[src/rtl/evt_barrier_aligner.sv]
// evt_barrier_aligner: holds time-barrier events on enabled channels until every enabled
// channel has one (or a timeout fires), then forwards or absorbs them together.
module evt_barrier_aligner #(
    parameter int              N          = 4,
    parameter int              DATA_W     = 32,
    parameter int              OP_LSB     = 28,
    parameter int              OP_W       = 4,
    parameter logic [OP_W-1:0] BARRIER_OP = 4'h1,
    parameter int              TO_W       = 16,
    parameter int              CNT_W      = 16
) (
    input  logic                clk_i,
    input  logic                rst_ni,
    input  logic [N-1:0]        synch_en_i,
    input  logic [N-1:0]        fwd_barrier_i,
    input  logic [TO_W-1:0]     timeout_i,
    input  logic                clr_i,
    input  logic [N-1:0]        in_valid_i,
    input  logic [N*DATA_W-1:0] in_data_i,
    output logic [N-1:0]        in_ready_o,
    output logic [N-1:0]        out_valid_o,
    output logic [N*DATA_W-1:0] out_data_o,
    input  logic [N-1:0]        out_ready_i,
    output logic                busy_o,
    output logic                timeout_o,
    output logic [CNT_W-1:0]    epoch_cnt_o,
    output logic [CNT_W-1:0]    timeout_cnt_o
);
    typedef enum logic [1:0] {IDLE, WAIT, RELEASE} state_t;
    state_t          state_q, state_d;
    logic [N-1:0]    en_q, arrived_q, arrived_d, is_bar, aligned;
    logic [TO_W-1:0] to_cnt_q;
    logic            all_in, to_hit, to_ev, epoch_ev;

    assign out_data_o = in_data_i;
    assign busy_o     = state_q != IDLE;
    assign all_in     = arrived_q == en_q;
    assign to_hit     = timeout_i != '0 && to_cnt_q == timeout_i - 1'b1;
    assign to_ev      = state_q == WAIT && !all_in && to_hit;
    assign epoch_ev   = state_q == RELEASE && state_d == IDLE;

    // Held barriers stay on the upstream port (in_ready low), so the output data is
    // always the input data; only valid/ready are steered per channel.
    always_comb begin
        out_valid_o = in_valid_i;
        in_ready_o  = out_ready_i;
        arrived_d   = arrived_q;
        is_bar      = '0;
        aligned     = '0;
        for (int i = 0; i < N; i++) begin
            is_bar[i]  = in_valid_i[i] && in_data_i[i*DATA_W+OP_LSB +: OP_W] == BARRIER_OP;
            aligned[i] = state_q == IDLE ? synch_en_i[i] : en_q[i];
            if (state_q == RELEASE && arrived_q[i]) begin
                out_valid_o[i] = fwd_barrier_i[i];
                in_ready_o[i]  = fwd_barrier_i[i] ? out_ready_i[i] : 1'b1;
                arrived_d[i]   = fwd_barrier_i[i] && !out_ready_i[i];
            end else if (rst_ni && (arrived_q[i] || (aligned[i] && is_bar[i]))) begin
                out_valid_o[i] = 1'b0;
                in_ready_o[i]  = 1'b0;
                arrived_d[i]   = state_q != RELEASE;
            end
        end
        state_d = state_q == IDLE ? (|arrived_d ? WAIT : IDLE) :
                  state_q == WAIT ? (all_in || to_hit ? RELEASE : WAIT) :
                  (|arrived_d ? RELEASE : IDLE);
    end

    always_ff @(posedge clk_i or negedge rst_ni) begin
        if (!rst_ni) begin
            state_q       <= IDLE;
            en_q          <= '0;
            arrived_q     <= '0;
            to_cnt_q      <= '0;
            timeout_o     <= 1'b0;
            epoch_cnt_o   <= '0;
            timeout_cnt_o <= '0;
        end else begin
            state_q       <= state_d;
            arrived_q     <= to_ev ? arrived_q : arrived_d;
            en_q          <= state_q == IDLE && state_d == WAIT ? synch_en_i : en_q;
            to_cnt_q      <= state_q != WAIT ? '0 : (&to_cnt_q ? to_cnt_q : to_cnt_q + 1'b1);
            timeout_o     <= clr_i ? 1'b0 : timeout_o | to_ev;
            timeout_cnt_o <= clr_i ? '0 : timeout_cnt_o + CNT_W'(to_ev);
            epoch_cnt_o   <= clr_i ? '0 : epoch_cnt_o + CNT_W'(epoch_ev);
        end
    end
endmodule

[config.mk]
export PLATFORM = sky130hd
export DESIGN_NAME = evt_barrier_aligner
export DESIGN_NICKNAME = d
export VERILOG_FILES = /design/src/rtl/evt_barrier_aligner.sv
export SDC_FILE = /design/constraint.sdc
export NUM_CORES = 1
export LEC_CHECK = 0
export CORE_AREA = 2 2 128 130
export CTS_CLUSTER_SIZE = 16
export DETAILED_ROUTE_END_ITERATION = 10
export DIE_AREA = 0 0 130 132
export HOLD_SLACK_MARGIN = 0.1
export PLACE_DENSITY = 0.7
export SYNTH_ARGS = -nofsm -noshare
export SYNTH_HDL_FRONTEND = slang
export SYNTH_SLANG_ARGS = --single-unit
export TNS_END_PERCENT = 1
[constraint.sdc]
create_clock -name clk_i -period 8.9 [get_ports clk_i]
set_clock_uncertainty 0.2 [all_clocks]
set_input_delay 1.78 -clock clk_i [delete_from_list [all_inputs] [get_ports clk_i]]
set_output_delay 1.78 -clock clk_i [all_outputs]
set_load 0.01 [all_outputs]
==> results by group <==
Global routing
  • Initial antenna violation count: 0
  • Vias in the first global route: 3,402
  • First-pass GRT wire length: 18.9 mm
  • GRT Resource Usage Total: 14.2%
  • Largest net degree at the start of global routing: 46
  • Overflow after GRT: 0

Timing
  • Final setup viols: 0
  • Fmax: 0.172 GHz
  • Count of final hold-check violations: 0
  • Unrepaired setup endpoints after global routing: false
  • Rel. slew slack: 50.5%
  • Period utilization: 65.4%
  • Final min period: 5.82 ns
  • Slew @ Worst Pin: 0.742 ns
  • Fin. max-slew vios: 0
  • Setup TNS Final: 0 ns

Detailed routing
  • Total wire length: 12.0 mm
  • Drt pass-1 iters: 4
  • Average wire per standard cell: 16.4 um
  • Iteration-0 DRC Markers: 229
  • DRT antenna net count: 0
  • Residual DRC: 0
  • Vias per Instance: 4.70
  • DR vias: 3,450

Clocking
  • Clock transition at path regs: 0.05 ns
  • Skew-Pair Late Insertion Delay: 0.32 ns
  • Post-CTS Hold Buffers: 0
  • Post-CTS Setup Bufs: 0
  • CTS sink cnt: 59
  • Total CTS buffers: 9
  • CTS Root Cell: clkbuf_16
  • CTS max path bufs: 2
  • Cts repair resizes: 0
  • H-tree levels: 3
  • CTS tree: yes

Critical path
  • Crit path from: in_data_i[30]
  • Worst EP arrival: 3.84 ns
  • Crit Path Class: input port to primary output
  • Crit path launch type: input port
  • Data required time at the worst endpoint: 6.92 ns
  • CP max FO: 2
  • Reg-to-Reg Start: state_q[1]
  • CP endpoint kind: primary output

Yosys
  • Syn_nets: 704
  • FF+latch count, synth: 59
  • Synthesized area: 4630 um2
  • Syn_area_per_cell: 8.66 um2
  • Post-synth top flop: dfrtp_1
  • Syn Inst Count: 534
  • Seq/Total Area, Yosys: 31.9%
  • Number of synthesized flops with an enable pin: 0
  • Post-synth cell types: 45
  • Synth warnings: 0
  • Asr flop ratio synth: 100%

Floorplanning
  • Die height: 132 um
  • Die area: 17,200 um2
  • Die Wd: 130 um
  • Initial Util: 29.4%
  • FP Rows: 46
  • IO Count: 333
  • Core area: 15,700 um2

Power and ir drop
  • Clock share of power: 44.4%
  • Max VDD drop: 0.0828 mV
  • Comb pwr share: 21.1%
  • Net Sw Frac: 27.2%
  • Leak Pwr: 2.15 nW
  • Cell Int Power: 0.000651 W
  • Reg power frac: 34.5%
  • Psw: 0.000243 W
  • Power per cell area: 168 nW/um2

Final layout
  • Area grow syn2layout: 14.9%
  • Seq. cell area: 1480 um2
  • Layout fillers: 1,596
  • Leading cell types in the layout, fill and taps excluded: clkdlybuf4s50_1, dfrtp_1, nor2_1, nand2_1, xor2_1
  • Share of cells above drive strength 1: 7.14%
  • Multi-input logic area: 2090 um2
  • Most common cell after layout, fill and taps aside: clkdlybuf4s50_1
  • N_diodes: 0
  • Finished Cell Area: 5320 um2
  • Nets: 684

Run
  • MaxCap Viol Count: 0

Placed design
  • Placed cell area: 4980 um2
  • Port Buffers: 108
  • RePlAce Congestion: 0.841
  • Post-DP HPWL: 9.50 mm

Outcome
  • Status: completed

Worst hold path
  • Min-delay worst type: flop to flop
  • HP Start: timeout_o
metrics by stage:
step	setup slack, ns	power, W	hold slack, ns	utilization, %	cells
after floorplan	4.11	0.000468	0.324	-	534
after global placement	3.10	0.000502	0.290	31.7	719
after detailed placement	3.07	0.000504	0.293	31.7	719
after CTS	3.06	0.000911	0.306	33.8	734
after global routing	2.86	0.000942	0.338	33.8	734
final	3.08	0.000895	0.302	33.8	734
power groups by stage:
| stage | clock network, W | logic, W | registers [W] |
|---|---|---|---|
| final | 0.000397 | 0.000188 | 0.000309 |
| after global routing | 0.000421 | 0.000209 | 0.000312 |
| after CTS | 0.000410 | 0.000192 | 0.000309 |
| after detailed placement | 0 | 0.000190 | 0.000314 |
| after global placement | 0 | 0.000189 | 0.000313 |
| after floorplan | 0 | 0.000158 | 0.000310 |
Yosys cell counts (all sizes together), types with 5 or more instances:
cell type	count	area, um2
dfrtp	59	1480
nor4	7	95.1
and3	11	68.8
ha	7	87.6
xnor2	23	201
nor2	56	210
clkbuf	11	41.3
nor4b	5	58.8
inv	13	48.8
buf	130	968
nand3	23	115
o21ai	23	115
a21oi	12	60.1
mux2	10	113
nand4	14	93.8
nor2b	6	37.5
nand2	42	160
nor3	5	25.0
xor2	41	359
sequential cells by signal, summed over array words and instances, names as in the netlist:
name / count
epoch_cnt_o: 16
timeout_cnt_o: 16
to_cnt_q: 16
arrived_q: 4
en_q: 4
state_q: 2
timeout_o: 1
final timing paths:
| path | depth (start not counted) | slack, ns | endpoint |
|---|---|---|---|
| max | 8 | 3.08 | out_valid_o[0] |
| min | 1 | 0.30 | timeout_o |
| max reg2reg | 11 | 5.26 | epoch_cnt_o[15] |
| min reg2reg | 1 | 0.30 | timeout_o |
| max in group asynchronous | 2 | 6.29 | to_cnt_q[8] |
| min in group asynchronous | 1 | 1.21 | to_cnt_q[15] |
per-layer routing:
metal / GRT usage [%] / wire [um] / part of all wire, %
met5: 0 / 0 / 0
met4: 6.15 / 367 / 3.0
met3: 4.67 / 966 / 8.0
met2: 24.3 / 6190 / 51
met1: 16.0 / 4510 / 37
layout make-up:
| type | instances | area share [%] |
|---|---|---|
| clock buffer | 9 | 4.24 |
| clock inverter | 6 | 2.14 |
| inverter | 13 | 0.918 |
| multi-input combinational | 321 | 39.3 |
| sequential | 59 | 27.8 |
| tap | 216 | 5.08 |
| timing repair buffer | 110 | 20.5 |
kinds of logic (layout without fill, tap and decap cells):
| family | Yosys count | after routing | share of synthesized area (%) |
|---|---|---|---|
| AO/OA/AOI/OAI | 50 | 50 | 6.54 |
| XOR/XNOR | 64 | 64 | 12.1 |
| adder cells (fa/ha/maj) | 7 | 7 | 1.89 |
| buffers and inverters | 154 | 138 | 22.9 |
| flip-flops | 59 | 59 | 31.9 |
| multiplexers | 13 | 13 | 3.08 |
| AND/OR/NAND/NOR | 187 | 187 | 21.6 |
critical path, stage by stage:
cell and delay (ns):
clkdlybuf4s50_1 0.46, nor4b_1 0.27, nand2_1 0.17, a21oi_1 0.20
o21ai_0 0.15, nand3_1 0.13, o21ai_0 0.15, clkdlybuf4s50_1 0.52
(Power assumes the default switching activity.)
